==> config.mk <==
export PLATFORM = sky130hd
export DESIGN_NAME = usbh_crc16
export DESIGN_NICKNAME = d
export VERILOG_FILES = /design/src/rtl/usbh_pkg.sv /design/src/rtl/usbh_crc16.sv
export SDC_FILE = /design/constraint.sdc
export NUM_CORES = 1
export LEC_CHECK = 0
export CAP_MARGIN = 15
export CORE_AREA = 2 2 39 41
export DETAILED_ROUTE_END_ITERATION = 10
export DIE_AREA = 0 0 41 43
export GPL_ROUTABILITY_DRIVEN = 0
export PLACE_DENSITY = 0.7
export SYNTH_ARGS = -nofsm -noshare
export SYNTH_HDL_FRONTEND = slang
export SYNTH_SLANG_ARGS = --single-unit
==> constraint.sdc <==
create_clock -name vclk -period 4.34
set_input_delay 1.302 -clock vclk [all_inputs]
set_output_delay 1.302 -clock vclk [all_outputs]
set_load 0.02 [all_outputs]
==> src/rtl/usbh_pkg.sv <==
// Shared USB host definitions: CRC16 constants, checker FSM state and result payload.
package usbh_pkg;

  localparam int unsigned USBH_LEN_W = 11;

  localparam logic [15:0] USBH_CRC16_INIT      = 16'hFFFF;
  localparam logic [15:0] USBH_CRC16_RESIDUAL  = 16'hB001;
  // Polynomial 0x8005 in bit-reversed form, for an LSB-first register.
  localparam logic [15:0] USBH_CRC16_POLY_REFL = 16'hA001;

  typedef enum logic [1:0] {
    IDLE  = 2'd0,
    RUN   = 2'd1,
    CHECK = 2'd2
  } usbh_crc_chk_st_t;

  // Per-packet verdict reported alongside done_o.
  typedef struct packed {
    logic                  crc_err;
    logic                  len_err;
    logic [USBH_LEN_W-1:0] len;
  } usbh_rx_result_t;

endpackage

==> src/rtl/usbh_crc16.sv <==
// Combinational USB CRC16 byte step (reflected register, data consumed LSB first).
module usbh_crc16
  import usbh_pkg::*;
(
  input  logic [15:0] crc_i,
  input  logic [7:0]  data_i,
  output logic [15:0] crc_o
);

  logic [15:0] crc_w;

  // Eight bit-serial steps unrolled into one cycle.
  always_comb begin
    crc_w = crc_i;
    for (int i = 0; i < 8; i++) begin
      if (crc_w[0] ^ data_i[i]) crc_w = (crc_w >> 1) ^ USBH_CRC16_POLY_REFL;
      else                      crc_w = crc_w >> 1;
    end
    crc_o = crc_w;
  end

endmodule

# After elaboration in Yosys (flattened, before gate mapping)
# Index checks and enable logic that the tools add are counted.
[op_classes] add_sub_neg=0 n_mul=0 div=0 magnitude_cmp=0 eq_ne=0 n_shift=0 n_mux=8 n_bitwise=16 reduce_logical=0
[ops] op="$mux 16" count=8
[ops] op="$not 2->3" count=8
[ops] op="$xor 1x1->1" count=8
[word_totals] ff_bits=0 latchBits=0 ram_bits=0 rom_bits=0 in_bits=24 elab_cells=24 mem_count=0

# Depth between registers and ports, before layout
[depth] word_depth=16 depth_mapped=4 depth_no_buf=4

# Worst setup path before layout
# Ideal clock, no wire load.
[synth_path] path_kind="input to output" from="input port crc_i[3]" to="output port crc_o[0]" arrival_ns=2.954 t_required_ns=3.038 path_slack_ns=0.084 cell_stages=4 n_path_buf=0 path_cell_list="xor2_1 xnor2_1 xor3_2 xnor3_1"
[synth_between] elab_chain_cells=14
[synth_lines] item="from (decl)" line="usbh_crc16.sv:5" rtl="input logic [15:0] crc_i,"
[synth_lines] item="$mux 16 (*) (2 in series)" line="usbh_crc16.sv:16" rtl="if (crc_w[0] ^ data_i[i]) crc_w = (crc_w >> 1) ^ USBH_CRC16_POLY_REFL;"
[synth_lines] item="$not 2->3 (no source line)"
[synth_lines] item="$mux 16 (*)" line="usbh_crc16.sv:16"
[synth_lines] item="$xor 1x1->1 (*)" line="usbh_crc16.sv:16"
[synth_lines] item="$mux 16 (*)" line="usbh_crc16.sv:16"
[synth_lines] item="$xor 1x1->1 (*)" line="usbh_crc16.sv:16"
[synth_lines] item="$mux 16 (*)" line="usbh_crc16.sv:16"
[synth_lines] item="$xor 1x1->1 (*)" line="usbh_crc16.sv:16"
[synth_lines] item="$mux 16 (*)" line="usbh_crc16.sv:16"
[synth_lines] item="$xor 1x1->1 (*)" line="usbh_crc16.sv:16"
[synth_lines] item="$mux 16 (*)" line="usbh_crc16.sv:16"
[synth_lines] item="$xor 1x1->1 (*)" line="usbh_crc16.sv:16"
[synth_lines] item="$mux 16 (*)" line="usbh_crc16.sv:16"
[synth_lines] item="to (decl)" line="usbh_crc16.sv:7" rtl="output logic [15:0] crc_o"
# Mark *: on every way between the ends. The rest lies on a longest branch, timed or not.

# Final worst setup path
[layout_path] from="input port data_i[1]" to="output port crc_o[8]"
[layout_between] elab_chain_cells=9
[layout_lines] item="from (decl)" line="usbh_crc16.sv:6" rtl="input logic [7:0] data_i,"
[layout_lines] item="$xor 1x1->1" line="usbh_crc16.sv:16"
[layout_lines] item="$mux 16" line="usbh_crc16.sv:16"
[layout_lines] item="$xor 1x1->1" line="usbh_crc16.sv:16"
[layout_lines] item="$mux 16 (6 in series)" line="usbh_crc16.sv:16"
# No other way between the ends.

==> run_results.csv <==
group,metric,value,unit
cells_and_area,seq_area,0,um^2
timing,worst_slew_pin_slew,0.279,ns
synthesis,synthMuxAreaShare,0,%
floorplan,rows,14,
synthesis,ys_warn_count,0,
synthesis,syn_area_per_cell,9.67,um^2
worst_hold_path,hold_class,"in2out",
clock_tree,hold_buffers,0,
cells_and_area,final_cells,82,
grt,grt_pass1_vias,280,
cells_and_area,n_clock_buffer,0,
cells_and_area,layout_common_cells,"clkdlybuf4s50_1, buf_4, xnor2_2",
worst_setup_path,cp-end-kind,"output port",
cells_and_area,area_delta_synth_final,188,%
timing,clock.fmax,0.235,GHz
timing,slew_viol_final,0,
grt,grt_use_total,8.02,%
worst_setup_path,crit_path_start_kind,"input port",
outcome,status,"finished, final reports clean",
route,drtPass1Iterations,1,
timing,finalCritPeriodShare,98.2,%
cells_and_area,layout_commonest_cell,"clkdlybuf4s50_1",
route,routed_wl,677,um
timing,rsz0062_at_grt,"no",
route,vias_per_cell,3.70,
power_and_ir_drop,powerDensity,348,nW/um^2
synthesis,synth.net_count,50,
synthesis,synth_top_family_by_area,"XOR/XNOR gates",
timing,timing.hold.ws,2.60,ns
synthesis,synthXorXnorAreaFrac,85.1,%
floorplan,initial_core_util,18.2,%
timing,slew_headroom,81.3,%
grt,grt_overflow,0,
floorplan,die_area,1760,um^2
route,drt_iter0_markers,0,
grt,grt_max_degree,4,
timing,finalSetupViolCount,0,
power_and_ir_drop,vdd_drop_max,222,uV
cells_and_area,diodes,0,
timing,hold_viol,0,
power_and_ir_drop,power,0.000252,W
floorplan,core-area,1380,um^2
synthesis,synth-compound-area-share,0,%
worst_setup_path,cp.required,3.04,ns
synthesis,syn_area,251,um^2
route,ant_nets,0,
route,wl_per_cell,8.26,um
worst_setup_path,cp_data_arrival_time,2.96,ns
synthesis,syn_inst,26,
cells_and_area,nNetsFinal,92,
timing,min_period,4.26,ns
floorplan,top_level_ports,40,
synthesis,yosysSeqAreaShare,0,%
floorplan,die_h,43,um
route,route.detailed.drc,0,
synthesis,synth-simple-area-share,0,%
power_and_ir_drop,p_leak,0.367,nW
floorplan,die_w,41,um
worst_setup_path,critPathKind,"in2out",
cells_and_area,seq_cells,0,
placement,dp_cells,77,
placement,port_buffers,30,
job,max-cap-violations,0,
synthesis,synthAdderAreaFrac,0,%
grt,antenna_found_initial,0,
synthesis,yosysUniqueCellTypes,5,
grt,grt_pass1_wl,1060,um
cells_and_area,drive_above_1_share,45.5,%
route,num_vias,303,
worst_setup_path,critPathMaxFanout,2,
-- through the flow --
stage / area [um^2] / utilization [%] / setup TNS (ns) / setup slack (ns)
finish: 723 / 52.3 / 0 / 0.0774
global route: 723 / 52.3 / 0 / 0.00446
CTS: 651 / 47.0 / 0 / 0.00773
detailed placement: 609 / 44.0 / -1.46 / -0.532
global placement: 609 / 44.0 / -1.37 / -0.519
floorplan: 251 / - / 0 / 0.0842
-- cells by family after synthesis --
| kind of cell | count (synthesis) |
|---|---|
| xor gates and xnor gates | 21 |
| buffers and inverters | 5 |
-- metal layers --
| layer | up-vias | GRT usage, % | wire, um |
|---|---|---|---|
| li1 | 155 | - | - |
| met1 | 123 | 8.01 | 188 |
| met2 | 25 | 14.1 | 333 |
| met3 | 0 | 5.24 | 155 |
| met4 | 0 | 0 | 0 |
| met5 | - | 0 | 0 |
-- synthesized netlist by cell type (all sizes together) --
cell type  count  area (um^2)
buf            5         37.5
xnor2         15          131
xnor3          1         22.5
xor2           4         35.0
xor3           1         25.0
-- worst paths after layout --
| kind | from | depth (start not counted) | end | slack [ns] |
|---|---|---|---|---|
| hold / removal | crc_i[13] | 0 | crc_o[5] | 2.60 |
| setup / recovery | data_i[1] | 6 | crc_o[8] | 0.08 |
-- worst max-delay path, cell delays in order --
cell             delay (ns)
clkdlybuf4s50_1        0.44
xnor2_2                0.24
buf_4                  0.15
buf_4                  0.09
xor2_1                 0.13
clkdlybuf4s50_1        0.61
-- layout make-up --
cell class	count	area (um^2)
Timing Repair Buffer	45	407
Multi-Input combinational cell	21	297
Fill cell	129	661
Tap cell	16	20.0
-- power by group --
| group | switching [W] | internal [W] |
|---|---|---|
| Clock | 0 | 0 |
| Sequential | 0 | 0 |
| Combinational | 0.000108 | 0.000144 |
-- repair_timing --
item                                   in CTS  in global routing
setup endpoints to repair                   4                  3
endpoints found under the hold margin       0                  0
buffers inserted                            3                  2
pin swaps                                   6                  5
gates resized for setup                    24                 11
Power figures use the tool's default switching activity.
